[src/rtl/adc_pkg.sv]
// Shared definitions for the ADC serial receive path (and the matching DAC
// transmit stage): frame geometry defaults and the receive FSM state type.
package adc_pkg;

  localparam int ADC_DATA_W     = 12;
  localparam int ADC_FRAME_BITS = 16;
  localparam int ADC_LEAD_BITS  = 4;
  localparam int ADC_QUIET_SCLK = 2;

  typedef enum logic [1:0] {
    IDLE  = 2'd0,
    ARM   = 2'd1,
    SHIFT = 2'd2,
    QUIET = 2'd3
  } adc_rx_state_e;

endpackage

[src/rtl/sclk_edge_det.sv]
// SCLK edge detector: SCLK is generated from the system clock, so a single
// delay register is enough to find its edges. rise/fall are valid in the
// cycle in which the new SCLK level is first seen.
module sclk_edge_det (
  input  logic i_clk,
  input  logic i_rst_n,
  input  logic i_sclk,
  output logic o_rise,
  output logic o_fall
);

  logic r_sclk_d;

  // one-cycle delayed copy of SCLK
  always_ff @(posedge i_clk) begin
    if (!i_rst_n) r_sclk_d <= 1'b0;
    else          r_sclk_d <= i_sclk;
  end

  assign o_rise = i_sclk & ~r_sclk_d;
  assign o_fall = ~i_sclk & r_sclk_d;

endmodule

[src/rtl/adc_serial_rx.sv]
// ADC serial receive stage. Frames conversions with ADC_CS_N, shifts in
// ADC_DOUT on SCLK rising edges and hands each sample to the audio datapath
// over a valid/ready handshake (a new sample overwrites an unconsumed one
// and pulses overrun).
// Build option: define ADC_TWOS_COMP_EN to invert the sample MSB at load
// (offset binary -> two's complement); undefined gives the raw ADC code.
//
// state | meaning
// IDLE  | CS_N high, waiting for an SCLK fall with enable set
// ARM   | CS_N low, waiting for the first rise (bit 0)
// SHIFT | CS_N low, shifting bits 1..FRAME_BITS-1
// QUIET | CS_N high, counting quiet SCLK falls before the next frame
module adc_serial_rx
  import adc_pkg::*;
#(
  parameter int DATA_W     = ADC_DATA_W,
  parameter int FRAME_BITS = ADC_FRAME_BITS,
  parameter int LEAD_BITS  = ADC_LEAD_BITS,
  parameter int QUIET_SCLK = ADC_QUIET_SCLK
) (
  input  logic              clk_clk,
  input  logic              reset_n,
  input  logic              SCLK,
  input  logic              enable,
  input  logic              ADC_DOUT,
  output logic              ADC_CS_N,
  output logic [DATA_W-1:0] sample,
  output logic              sample_valid,
  input  logic              sample_ready,
  output logic              overrun
);

  localparam int BITCNT_W = $clog2(FRAME_BITS);
  localparam int QCNT_W   = $clog2(QUIET_SCLK + 1);
  // bits that survive the shift; the leading bits fall off the top
  localparam int KEEP_BITS = FRAME_BITS - LEAD_BITS;
  localparam logic [BITCNT_W-1:0] LAST_BIT   = BITCNT_W'(FRAME_BITS - 1);
  localparam logic [QCNT_W-1:0]   QUIET_LAST = QCNT_W'(QUIET_SCLK);

  adc_rx_state_e r_state, w_state_nxt;

  logic                  w_rise, w_fall;
  logic                  w_shift, w_load, w_qcnt_inc;
  logic [DATA_W-1:0]     w_load_data;
  logic                  r_dout_q;
  logic [KEEP_BITS-2:0]  r_shreg;
  logic [BITCNT_W-1:0]   r_bitcnt;
  logic [QCNT_W-1:0]     r_qcnt;
  logic                  r_cs_n;
  logic [DATA_W-1:0]     r_sample;
  logic                  r_valid;
  logic                  r_overrun;

  sclk_edge_det u_edge (
    .i_clk   (clk_clk),
    .i_rst_n (reset_n),
    .i_sclk  (SCLK),
    .o_rise  (w_rise),
    .o_fall  (w_fall)
  );

  // state register
  always_ff @(posedge clk_clk) begin
    if (!reset_n) r_state <= IDLE;
    else          r_state <= w_state_nxt;
  end

  // next-state and datapath strobes
  always_comb begin
    w_state_nxt = r_state;
    w_shift     = 1'b0;
    w_load      = 1'b0;
    w_qcnt_inc  = 1'b0;
    case (r_state)
      IDLE: begin
        if (enable && w_fall) w_state_nxt = ARM;
      end
      ARM: begin
        if (w_rise) begin
          w_shift     = 1'b1;
          w_state_nxt = SHIFT;
        end
      end
      SHIFT: begin
        if (w_rise) begin
          w_shift = 1'b1;
          if (r_bitcnt == LAST_BIT) begin
            w_load      = 1'b1;
            w_state_nxt = QUIET;
          end
        end
      end
      QUIET: begin
        // The first fall after CS_N rises still closes the last data bit's
        // period, so QUIET_SCLK further falls are needed before leaving.
        if (w_fall) begin
          if (r_qcnt == QUIET_LAST) w_state_nxt = IDLE;
          else                      w_qcnt_inc  = 1'b1;
        end
      end
      default: w_state_nxt = IDLE;
    endcase
  end

  // completed sample, optionally converted to two's complement
  always_comb begin
    w_load_data = DATA_W'({r_shreg, r_dout_q});
`ifdef ADC_TWOS_COMP_EN
    w_load_data[DATA_W-1] = ~w_load_data[DATA_W-1];
`endif
  end

  // input register, shift register, bit and quiet counters, chip select
  always_ff @(posedge clk_clk) begin
    if (!reset_n) begin
      r_dout_q <= 1'b0;
      r_shreg  <= '0;
      r_bitcnt <= '0;
      r_qcnt   <= '0;
      r_cs_n   <= 1'b1;
    end else begin
      r_dout_q <= ADC_DOUT;
      if (w_shift) begin
        r_shreg  <= {r_shreg[KEEP_BITS-3:0], r_dout_q};
        r_bitcnt <= w_load ? '0 : r_bitcnt + 1'b1;
      end
      if (w_load)          r_qcnt <= '0;
      else if (w_qcnt_inc) r_qcnt <= r_qcnt + 1'b1;
      r_cs_n <= !(w_state_nxt == ARM || w_state_nxt == SHIFT);
    end
  end

  // output handshake: a load always wins over a simultaneous accept
  always_ff @(posedge clk_clk) begin
    if (!reset_n) begin
      r_sample  <= '0;
      r_valid   <= 1'b0;
      r_overrun <= 1'b0;
    end else begin
      r_overrun <= 1'b0;
      if (w_load) begin
        r_sample  <= w_load_data;
        r_valid   <= 1'b1;
        r_overrun <= r_valid & ~sample_ready;
      end else if (r_valid && sample_ready) begin
        r_valid <= 1'b0;
      end
    end
  end

  assign ADC_CS_N     = r_cs_n;
  assign sample       = r_sample;
  assign sample_valid = r_valid;
  assign overrun      = r_overrun;

endmodule

[config.mk]
export PLATFORM = sky130hd
export DESIGN_NAME = adc_serial_rx
export DESIGN_NICKNAME = d
export VERILOG_FILES = /design/src/rtl/adc_pkg.sv /design/src/rtl/sclk_edge_det.sv /design/src/rtl/adc_serial_rx.sv
export SDC_FILE = /design/constraint.sdc
export NUM_CORES = 1
export LEC_CHECK = 0
export CAP_MARGIN = 10
export CORE_MARGIN = 4
export CORE_UTILIZATION = 30
export DETAILED_ROUTE_END_ITERATION = 8
export SLEW_MARGIN = 20
export SYNTH_ARGS = -nofsm -noshare
export SYNTH_HDL_FRONTEND = slang
export SYNTH_SLANG_ARGS = --single-unit
[constraint.sdc]
create_clock -name clk_clk -period 3.1 [get_ports clk_clk]
set_clock_uncertainty 0.1 [all_clocks]
set_input_delay 0.465 -clock clk_clk [delete_from_list [all_inputs] [get_ports clk_clk]]
set_output_delay 0.465 -clock clk_clk [all_outputs]
set_load 0.01 [all_outputs]
==> impl_summary.txt <==
----------------------------------------------------
[Synth]
  Share of synthesized flip-flops with an asynchronous set or reset ... 0
  Synth area leader ... dfxtp_1
  Post-synth top area share ... 0.491
  Primary flip-flop cell chosen by synthesis mapping ... dfxtp_1
  Total of warnings raised by yosys ... 0
  Nets in the synthesized netlist ... approximately 190
  Synth Instances ... 173
  Netlist area before placement ... 1470 um2
  Flop and latch count out of synthesis ... 36
  Sequential fraction of the synthesis area ... 0.491
  Number of enable-type register cells in the synthesized netlist ... 0
  Count of unique library cells instantiated by Yosys ... 42
  Cell types with the largest area share after synthesis ... dfxtp_1, nand2_1, a21oi_1
  Mean cell area of the mapped netlist ... 8.48 um2

[Power]
  Fraction of power consumed by the clock network ... 0.469
  Power Dens Cells ... a little over 500 nW/um2
  Logic gate share of total power ... 0.035
  Worst supply voltage drop on vdd ... between 0.00015 and 0.0002 V
  Sequential group share of total power ... 0.496
  Leakage ... around 0.63 nW
  Psw ... 0.000181 W
  Switching share of power ... 0.192
  Power Internal ... 0.000764 W

[Route]
  Drt wl/cell ... 10.4 um
  Ratio of routed vias to standard cells ... ~4.5
  Total wirelength of the detailed-routed design ... between 2000 and 3000 um
  Violation count after the first detailed-routing iteration ... slightly above 90
  Remaining routing DRC violations ... 0
  Total vias in the final route ... roughly 1200
  Post-DRT Antenna Nets ... 0
  Drt first pass iters ... 6

[Die]
  Initial cell density of the core ... 0.311
  Count of pins on the block boundary ... 21
  Die height ... just under 80 um
  Number of rows in the core area ... 25
  Width of the die ... slightly below 80 um
  Die outline area ... 6080 um2
  Core Area ... 4720 um2

[Status]
  Status ... finished, final reports clean

[Worst setup path]
  Worst endpoint data arrival time ... 1.93 ns
  Setup crit start kind ... primary input
  Worst Setup Path Type ... primary input to flop
  Worst-path maximum fanout ... 15
  Kind of end point of the critical path ... flop
  Required @ worst endpoint ... around 3.2 ns
  Setup slack of the worst register-to-register path ... 1.24 ns

[STA]
  Share of the clock period used by the worst path after layout ... 0.607
  Hold WS ... approximately 0.35 ns
  Final critical-path required period ... ~1.9 ns
  Final Max Slew Viols ... 0
  Count of endpoints failing hold in the final timing report ... 0
  Highest clock frequency the design can meet ... roughly 0.53 GHz
  Setup-failing EPs final ... 0
  Setup Total Neg Slack ... 0 ns
  Worst slew margin ... 0.613
  Worst slew pin tran ... between 0.5 and 0.6 ns
  RSZ-0062 raised after global routing ... false

[CTS]
  Number of buffers created by CTS ... 5
  Largest buffer count on any clock path ... 2
  TritonCTS clock tree ... built
  TritonCTS Sinks ... 36
  CTS root buffer ... clkbuf_8
  Maximum level of the CTS H-tree ... 2
  Clock Pin Slew Worst Setup and Hold Paths ... 0.07 ns
  Resized Gates After CTS ... 0
  Later-pin clock latency in the skew report ... around 0.28 ns
  Total of hold buffers inserted after clock tree synthesis ... 0
  Number of setup buffers added after CTS ... 0

[Placed design]
  Global placement routability congestion ... around 0.73
  Number of buffers inserted by port buffering ... 20
  Half-perimeter wire length after placement ... about 1800 um

[Global route]
  Global-route usage over all layers ... 0.0943
  Overflow after GRT ... 0
  Number of antenna violations at the first check in global routing ... 0
  Largest net degree at the start of global routing ... 29
  Global-route wire length before repair ... between 4000 and 5000 um
  Number of global-route vias before repair ... between 1000 and 1500

[Layout]
  Post-layout net count ... slightly above 200
  Multi-input gate area ... 689 um2
  Total area of sequential cells ... 721 um2
  Area Overhead vs Synth ... 25.6%
  Commonest cells after routing, fill and taps aside ... nand2_1, dfxtp_1, a21oi_1
  Fraction of layout instances using a drive strength above 1 ... 0.0722
  Fill cells ... approximately 500
  Most common cell after layout, fill and taps aside ... nand2_1
  Antenna diodes ... 0

[Worst hold path]
  Hold Crit Class ... flop to flop

[Run]
  Max Cap Viol ... 0

----------------------------------------------------
[kinds of logic (layout without fill, tap and decap cells)]
logic type      Yosys count  in the layout  share of synthesized area
simple gates             76             76                      0.238
compound gates           40             40                      0.162
flops                    36             36                      0.491
buf+inv                  12             33                     0.0392
fa+ha+maj                 6              6                     0.0511
xor+xnor                  2              2                     0.0119
mux                       1              1                    0.00682
[metrics by stage]
| step | worst slack [ns] | total power [W] | util | instance area, um2 | instances |
|---|---|---|---|---|---|
| 6_report | 1.22 | 0.000944 | 0.390 | 1840 | 261 |
| 3_3_place_gp | 0.973 | 0.000512 | 0.363 | 1720 | 253 |
| 2_1_floorplan | 1.53 | 0.000498 | - | 1470 | 173 |
| 4_1_cts | 1.19 | 0.000954 | 0.390 | 1840 | 261 |
| 3_5_place_dp | 0.892 | 0.000512 | 0.363 | 1720 | 253 |
| 5_1_grt | 1.05 | 0.000978 | 0.390 | 1840 | 261 |
[Yosys cell counts, types with 2 or more instances]
| cell type | number |
|---|---|
| nand3b_1 | 2 |
| and3b_1 | 2 |
| ha_1 | 6 |
| buf_4 | 2 |
| inv_1 | 3 |
| buf_2 | 4 |
| dfxtp_1 | 36 |
| nand2_1 | 51 |
| nor2_1 | 6 |
| a21oi_1 | 27 |
| and2_1 | 3 |
[worst max-delay path: stages]
cell and delay (ns):
clkdlybuf4s50_1 0.61, nand2b_2 0.12, nor2_2 0.48, or3_1 0.19, a21oi_1 0.06
[sequential cells by signal (all words and copies together), names as in the netlist]
name / count
overrun: 1
ADC_CS_N: 1
r_state: 2
sample: 12
r_qcnt: 2
r_dout_q: 1
r_bitcnt: 4
u_edge.r_sclk_d: 1
sample_valid: 1
r_shreg: 11
[cell type report]
cell class | count | area share
flip-flops and latches | 36 | 0.391
multi-input cells | 125 | 0.374
repair buffers | 21 | 0.113
clock buffers | 7 | 0.0523
well taps | 67 | 0.0455
clock inverters | 1 | 0.0163
inverters | 4 | 0.00815
[power by group through the flow]
stage	sequential, W	combinational (W)	clock, W
2_1_floorplan	0.000478	0.0000196	0
3_3_place_gp	0.000479	0.0000334	0
3_5_place_dp	0.000479	0.0000334	0
4_1_cts	0.000468	0.0000335	0.000452
5_1_grt	0.000468	0.0000369	0.000473
6_report	0.000468	0.0000331	0.000443
[path summary, 6_finish.rpt]
kind,startpoint,end,depth (start not counted)
worst min register to register,sample[11],sample[11],2
worst max-delay path,SCLK,r_bitcnt[0],5
worst max register to register,r_state[0],r_bitcnt[0],6
worst min-delay path,sample[11],sample[11],2
[metal layers]
layer	part of all wire	track usage	routed length [um]
met1	0.50	0.118	1370
met2	0.44	0.151	1210
met3	0.043	0.0255	118
met4	0.011	0.0420	31
met5	0	0	0
No activity file was read; power rests on OpenSTA's default activity.
